### src/rtl/mux_scan_pkg.sv
// Shared types and constants for the 4-channel scan controller that sits
// in front of the registered 4:1 mux.
package mux_scan_pkg;

    // Scan sequencer states.
    typedef enum logic [1:0] {
        IDLE    = 2'd0,
        SETTLE  = 2'd1,
        CAPTURE = 2'd2,
        HOLD    = 2'd3
    } state_t;

    localparam int NUM_CH      = 4;
    localparam int SEL_W       = 2;
    localparam int MAX_LATENCY = 7;
    // Settle counter only has to reach MAX_LATENCY-1, so three bits are enough.
    localparam int CNT_W       = $clog2(MAX_LATENCY + 1);

    localparam logic [SEL_W-1:0] FIRST_CH = '0;
    localparam logic [SEL_W-1:0] LAST_CH  = SEL_W'(NUM_CH - 1);

endpackage

### src/rtl/mux_scan_ctrl.sv
// Scans the select lines of a registered 4:1 mux through channels 0..3,
// waits out the mux latency on each channel, samples f, and hands the
// assembled 4-bit frame downstream on a valid/ready handshake.
//
//  state   | meaning
//  --------+-----------------------------------------------------------
//  IDLE    | no scan in progress; waiting for start
//  SETTLE  | select is stable, waiting MUX_LATENCY cycles for f to follow
//  CAPTURE | f reflects the current channel; sample it into frame_o[ch]
//  HOLD    | complete frame on frame_o, frame_valid high, waiting ready
module mux_scan_ctrl
    import mux_scan_pkg::*;
#(
    parameter int MUX_LATENCY  = 1,
    parameter bit AUTO_RESTART = 1'b0
) (
    input  logic              clk,
    input  logic              rst,
    input  logic              start,
    input  logic              f,
    output logic              s0,
    output logic              s1,
    output logic [NUM_CH-1:0] frame_o,
    output logic              frame_valid,
    input  logic              frame_ready,
    output logic              busy,
    output logic              start_ignored
);

    localparam logic [CNT_W-1:0] SETTLE_LAST = CNT_W'(MUX_LATENCY - 1);

    state_t             state, state_nxt;
    logic [SEL_W-1:0]   ch, ch_nxt;
    logic [SEL_W-1:0]   sel, sel_nxt;
    logic [CNT_W-1:0]   settle_cnt, settle_cnt_nxt;
    logic [NUM_CH-1:0]  frame_nxt;
    logic               valid_nxt;
    logic               ignored_nxt;

    // State, counters and all registered outputs; rst wins over everything.
    always_ff @(posedge clk) begin
        if (rst) begin
            state         <= IDLE;
            ch            <= FIRST_CH;
            sel           <= FIRST_CH;
            settle_cnt    <= '0;
            frame_o       <= '0;
            frame_valid   <= 1'b0;
            start_ignored <= 1'b0;
        end else begin
            state         <= state_nxt;
            ch            <= ch_nxt;
            sel           <= sel_nxt;
            settle_cnt    <= settle_cnt_nxt;
            frame_o       <= frame_nxt;
            frame_valid   <= valid_nxt;
            start_ignored <= ignored_nxt;
        end
    end

    // Next-state and next-output decode for the scan sequence.
    always_comb begin
        state_nxt      = state;
        ch_nxt         = ch;
        sel_nxt        = sel;
        settle_cnt_nxt = settle_cnt;
        frame_nxt      = frame_o;
        valid_nxt      = frame_valid;
        ignored_nxt    = 1'b0;

        case (state)
            IDLE: begin
                if (start) begin
                    sel_nxt        = FIRST_CH;
                    ch_nxt         = FIRST_CH;
                    settle_cnt_nxt = '0;
                    state_nxt      = SETTLE;
                end
            end

            SETTLE: begin
                ignored_nxt    = start;
                settle_cnt_nxt = settle_cnt + 1'b1;
                if (settle_cnt == SETTLE_LAST) begin
                    state_nxt = CAPTURE;
                end
            end

            CAPTURE: begin
                ignored_nxt   = start;
                frame_nxt[ch] = f;
                // Leaving channel 3 is explicit; ch never wraps inside a frame.
                if (ch != LAST_CH) begin
                    ch_nxt         = ch + 1'b1;
                    sel_nxt        = ch + 1'b1;
                    settle_cnt_nxt = '0;
                    state_nxt      = SETTLE;
                end else begin
                    valid_nxt = 1'b1;
                    state_nxt = HOLD;
                end
            end

            HOLD: begin
                if (frame_ready) begin
                    valid_nxt = 1'b0;
                    sel_nxt   = FIRST_CH;
                    // A start coinciding with the handshake chains straight
                    // into the next scan instead of being dropped.
                    if (AUTO_RESTART || start) begin
                        ch_nxt         = FIRST_CH;
                        settle_cnt_nxt = '0;
                        state_nxt      = SETTLE;
                    end else begin
                        state_nxt = IDLE;
                    end
                end else begin
                    ignored_nxt = start;
                end
            end

            default: begin
                state_nxt = IDLE;
            end
        endcase
    end

    assign s0   = sel[0];
    assign s1   = sel[1];
    assign busy = (state != IDLE);

endmodule
### config.mk
export PLATFORM = sky130hd
export DESIGN_NAME = mux_scan_ctrl
export DESIGN_NICKNAME = d
export VERILOG_FILES = /design/src/rtl/mux_scan_pkg.sv /design/src/rtl/mux_scan_ctrl.sv
export SDC_FILE = /design/constraint.sdc
export NUM_CORES = 1
export LEC_CHECK = 0
export ABC_AREA = 1
export CELL_PAD_IN_SITES_DETAIL_PLACEMENT = 1
export CELL_PAD_IN_SITES_GLOBAL_PLACEMENT = 1
export CORE_MARGIN = 1
export CORE_UTILIZATION = 40
export CTS_CLUSTER_SIZE = 20
export DETAILED_ROUTE_END_ITERATION = 10
export PLACE_DENSITY = 0.91
export SYNTH_ARGS = -nofsm -noshare
export SYNTH_HDL_FRONTEND = slang
export SYNTH_SLANG_ARGS = --single-unit
### constraint.sdc
create_clock -name clk -period 4.3 [get_ports clk]
set_clock_uncertainty 0.05 [all_clocks]
set_input_delay 0.86 -clock clk [delete_from_list [all_inputs] [get_ports clk]]
set_output_delay 0.86 -clock clk [all_outputs]
set_load 0.01 [all_outputs]
==> Implementation_results.wiki <==
{| class="wikitable"
! Metric !! Value
|-
| Layout cells sized above 1 || 9.93%
|-
| Clock slew at the register clock pins of the worst setup and hold paths || 100 ps
|-
| Yosys reg bits || 15
|-
| Final period utilization || 60.9%
|-
| Worst-Margin Slew || 447 ps
|-
| Final Critical Period || 2620 ps
|-
| Insertion delay to the later sink of the worst-skew pair || 310 ps
|-
| Total count of max-transition violations in the final report || 0
|-
| Antenna-violating nets left || 0
|-
| CTS Hold Buffers Added || 0
|-
| Die area || 2450 um^2
|-
| Post-Syn Area per Cell || 7.16 um^2
|-
| Peak supply drop || 0.279 mV
|-
| Number of search-and-repair iterations in the first detailed-routing pass || 4
|-
| CTS H-Tree Depth || 1
|-
| Class of the most critical hold timing path || flip-flop to flip-flop
|-
| Unrepaired setup endpoints after global routing || no
|-
| Routed wire length || 2190 um
|-
| Aggregate global-route resource usage || 20.3%
|-
| Library cells used by synthesis || 19
|-
| Maximum net fanout on the critical path || 7
|-
| Summed instance area of the synthesized netlist || 902 um^2
|-
| Total Power Consumption || 0.000454 W
|-
| Antenna violations before repair || 0
|-
| Rows || 16
|-
| Number of buffers added on ports || 13
|-
| Final antenna diode count || 0
|-
| CTS root buffer || sky130_fd_sc_hd__clkbuf_4
|-
| Class of the most critical setup path || flip-flop to output pin
|-
| Max stage delay cell, worst path || sky130_fd_sc_hd__clkdlybuf4s50_1
|-
| TritonCTS Sinks || 15
|-
| Post-synthesis cell type with the largest combined area || sky130_fd_sc_hd__dfxtp_1
|-
| Final Util || 52.6%
|-
| Number of DRC markers after the initial detailed-route iteration || 13
|-
| Worst rel slew slack || 70.1%
|-
| Number of instances in the synthesized netlist || 126
|-
| Worst path max stage delay || 520 ps
|-
| Post-cts resize count || 0
|-
| DIE WIDTH || 49.5 um
|-
| Maximum number of pins on one net before global-route repair || 12
|-
| Worst path cell trace || inv_1 -> ha_1 -> inv_1 -> clkdlybuf4s50_1
|-
| Final cell count without fillers || 168
|-
| Type of destination of the critical path || output pin
|-
| Gp weighted congestion || 0.781
|-
| CP Buf/Inv Count || 3
|-
| Final-report hold violation count || 0
|-
| Final setup margin || 1680 ps
|-
| Clock tree from TritonCTS || yes
|-
| Top-Level Pins || 14
|-
| Crit path arrival time || 1710 ps
|-
| Post-Synthesis Net Count || 143
|-
| Delay-heaviest family, CP || buffers and inverters
|-
| Net switching power figure || 0.000184 W
|-
| Core Area || 2040 um^2
|-
| Sw frac || 40.4%
|-
| Final global-route overflow total || 0
|-
| Wire length of the first global-routing pass || 3820 um
|-
| Leading post-synthesis cells by cell area || sky130_fd_sc_hd__dfxtp_1 33%, sky130_fd_sc_hd__ha_1 17%, sky130_fd_sc_hd__nand2_1 12%
|-
| Maximum frequency from static timing analysis || 382 MHz
|-
| Clock power frac || 19.6%
|-
| Required time worst endpoint || 3390 ps
|-
| Final count of negative-setup-slack endpoints || 0
|-
| Area growth from synthesis to layout || 19.1%
|-
| Top cell type's share of synthesized area || 33.3%
|-
| WL per Instance || 13.1 um
|-
| Sequential element share of the synthesized area || 33.3%
|-
| Per-cell via count in the routed design || 5.07
|-
| Vias in the first global route || 907
|-
| Number of buffers inserted to repair setup after CTS || 0
|-
| Die height || 49.5 um
|-
| Routed vias || 852
|-
| Share of power burned in combinational logic || 41.1%
|-
| Static leakage power || 0.495 nW
|-
| Status || completed
|-
| Remaining routing DRC violations || 0
|-
| Count of yosys warnings during synthesis || 0
|-
| HPWL reported at the end of detailed placement || 1710 um
|-
| TritonCTS buffer count || 3
|-
| Cell-internal power || 0.000271 W
|-
| Cell count after placement || 164
|-
| Maximum count of clock buffers along a single path || 2
|-
| CP most frequent cell || sky130_fd_sc_hd__inv_1
|-
| Maximum Capacitance Violations || 0
|-
| Worst setup SP type || flip-flop
|-
| Effective utilization at floorplan || 44.2%
|-
| Pwr Density || 423 nW/um^2
|-
| Post-Place Worst Slack || 2010 ps
|-
| Final total negative setup slack || 0 ps
|-
| Fraction of power consumed by sequential logic || 39.3%
|-
| Final net count || 159
|}
## power by group through the flow
| stage | Sequential, W | Combinational [W] | Clock [W] |
|---|---|---|---|
| after floorplan | 0.000181 | 0.000127 | 0 |
| after global placement | 0.000179 | 0.000178 | 0 |
| after detailed placement | 0.000182 | 0.000184 | 0 |
| after CTS | 0.000178 | 0.000188 | 0.0000888 |
| after global routing | 0.000182 | 0.000213 | 0.0000951 |
| final | 0.000178 | 0.000187 | 0.0000890 |
## final timing paths
kind              slack [ps]  cells after the start            end  startpoint
setup / recovery        1680                      4           busy    state[0]
hold / removal           420                      2     frame_o[0]  frame_o[0]
setup reg to reg        2430                      7  settle_cnt[1]    state[0]
hold reg to reg          420                      2     frame_o[0]  frame_o[0]
## layer usage
metal / vias to the layer above / global-route usage, % / routed length, um
met5: - / 0 / 0
met4: 0 / 9.05 / 42
met3: 5 / 3.40 / 41
met2: 16 / 35.8 / 1100
met1: 407 / 23.7 / 1010
li1: 424 / - / -
## placed cells by master, fill, tap and decap left out, types with 3 or more instances in the layout
| cell type | synthesis | final |
|---|---|---|
| sky130_fd_sc_hd__inv_1 | 17 | 17 |
| sky130_fd_sc_hd__nand2_1 | 30 | 30 |
| sky130_fd_sc_hd__dfxtp_1 | 15 | 15 |
| sky130_fd_sc_hd__a21oi_2 | 3 | 3 |
| sky130_fd_sc_hd__a21oi_1 | 6 | 6 |
| sky130_fd_sc_hd__ha_1 | 12 | 12 |
| sky130_fd_sc_hd__nor2_1 | 15 | 15 |
| sky130_fd_sc_hd__clkbuf_4 | 0 | 3 |
| sky130_fd_sc_hd__nand3_1 | 11 | 11 |
| sky130_fd_sc_hd__clkdlybuf4s50_1 | 0 | 13 |
| sky130_fd_sc_hd__nor2_2 | 3 | 3 |
## cell usage after synthesis
| library cell | number |
|---|---|
| sky130_fd_sc_hd__inv_2 | 1 |
| sky130_fd_sc_hd__nand2_1 | 30 |
| sky130_fd_sc_hd__nand2_2 | 2 |
| sky130_fd_sc_hd__nor3_1 | 2 |
| sky130_fd_sc_hd__nor2_2 | 3 |
| sky130_fd_sc_hd__nor2_1 | 15 |
| sky130_fd_sc_hd__a21oi_2 | 3 |
| sky130_fd_sc_hd__nand3_2 | 1 |
| sky130_fd_sc_hd__o21ai_0 | 2 |
| sky130_fd_sc_hd__o21ai_1 | 2 |
| sky130_fd_sc_hd__buf_4 | 1 |
| sky130_fd_sc_hd__dfxtp_1 | 15 |
| sky130_fd_sc_hd__nand3_1 | 11 |
| sky130_fd_sc_hd__inv_1 | 17 |
| sky130_fd_sc_hd__ha_1 | 12 |
| sky130_fd_sc_hd__a21oi_1 | 6 |
| sky130_fd_sc_hd__buf_6 | 1 |
| sky130_fd_sc_hd__nand3b_1 | 1 |
| sky130_fd_sc_hd__nor4_1 | 1 |
## metrics by stage
stage	hold WS [ps]	instance area, um^2
floorplan	399	902
CTS	424	1070
global route	454	1070
detailed placement	410	1050
global placement	396	1050
finish	424	1070
## worst register-to-register path: stages (launching register included)
cell and delay (ps):
sky130_fd_sc_hd__dfxtp_1 470, sky130_fd_sc_hd__inv_1 140, sky130_fd_sc_hd__ha_1 370, sky130_fd_sc_hd__nand2_1 190
sky130_fd_sc_hd__inv_2 80, sky130_fd_sc_hd__nor2_2 200, sky130_fd_sc_hd__nand3_1 140, sky130_fd_sc_hd__a21oi_2 170
## cell type report
type | instances | area (um^2)
well taps | 27 | 33.8
clock buffers | 3 | 22.5
flip-flops and latches | 15 | 300
inverters | 18 | 67.6
repair buffers | 13 | 130
fillers | 282 | 967
clock inverters | 1 | 5.00
multi-input cells | 91 | 515
## state kept, by name, summed over array words and instances, names as in the netlist
signal,cells
frame_valid,1
settle_cnt,3
start_ignored,1
state,2
ch,2
frame_o,4
sel,2
## logic make-up (layout without fill, tap and decap cells)
| kind of cell | count (synthesis) | in the layout | share of synthesized area, % |
|---|---|---|---|
| fa+ha+maj | 12 | 12 | 16.6 |
| compound gates | 13 | 13 | 8.46 |
| buf+inv | 20 | 35 | 9.57 |
| flops | 15 | 15 | 33.3 |
| simple gates | 66 | 66 | 32.0 |
(Power assumes the default switching activity.)
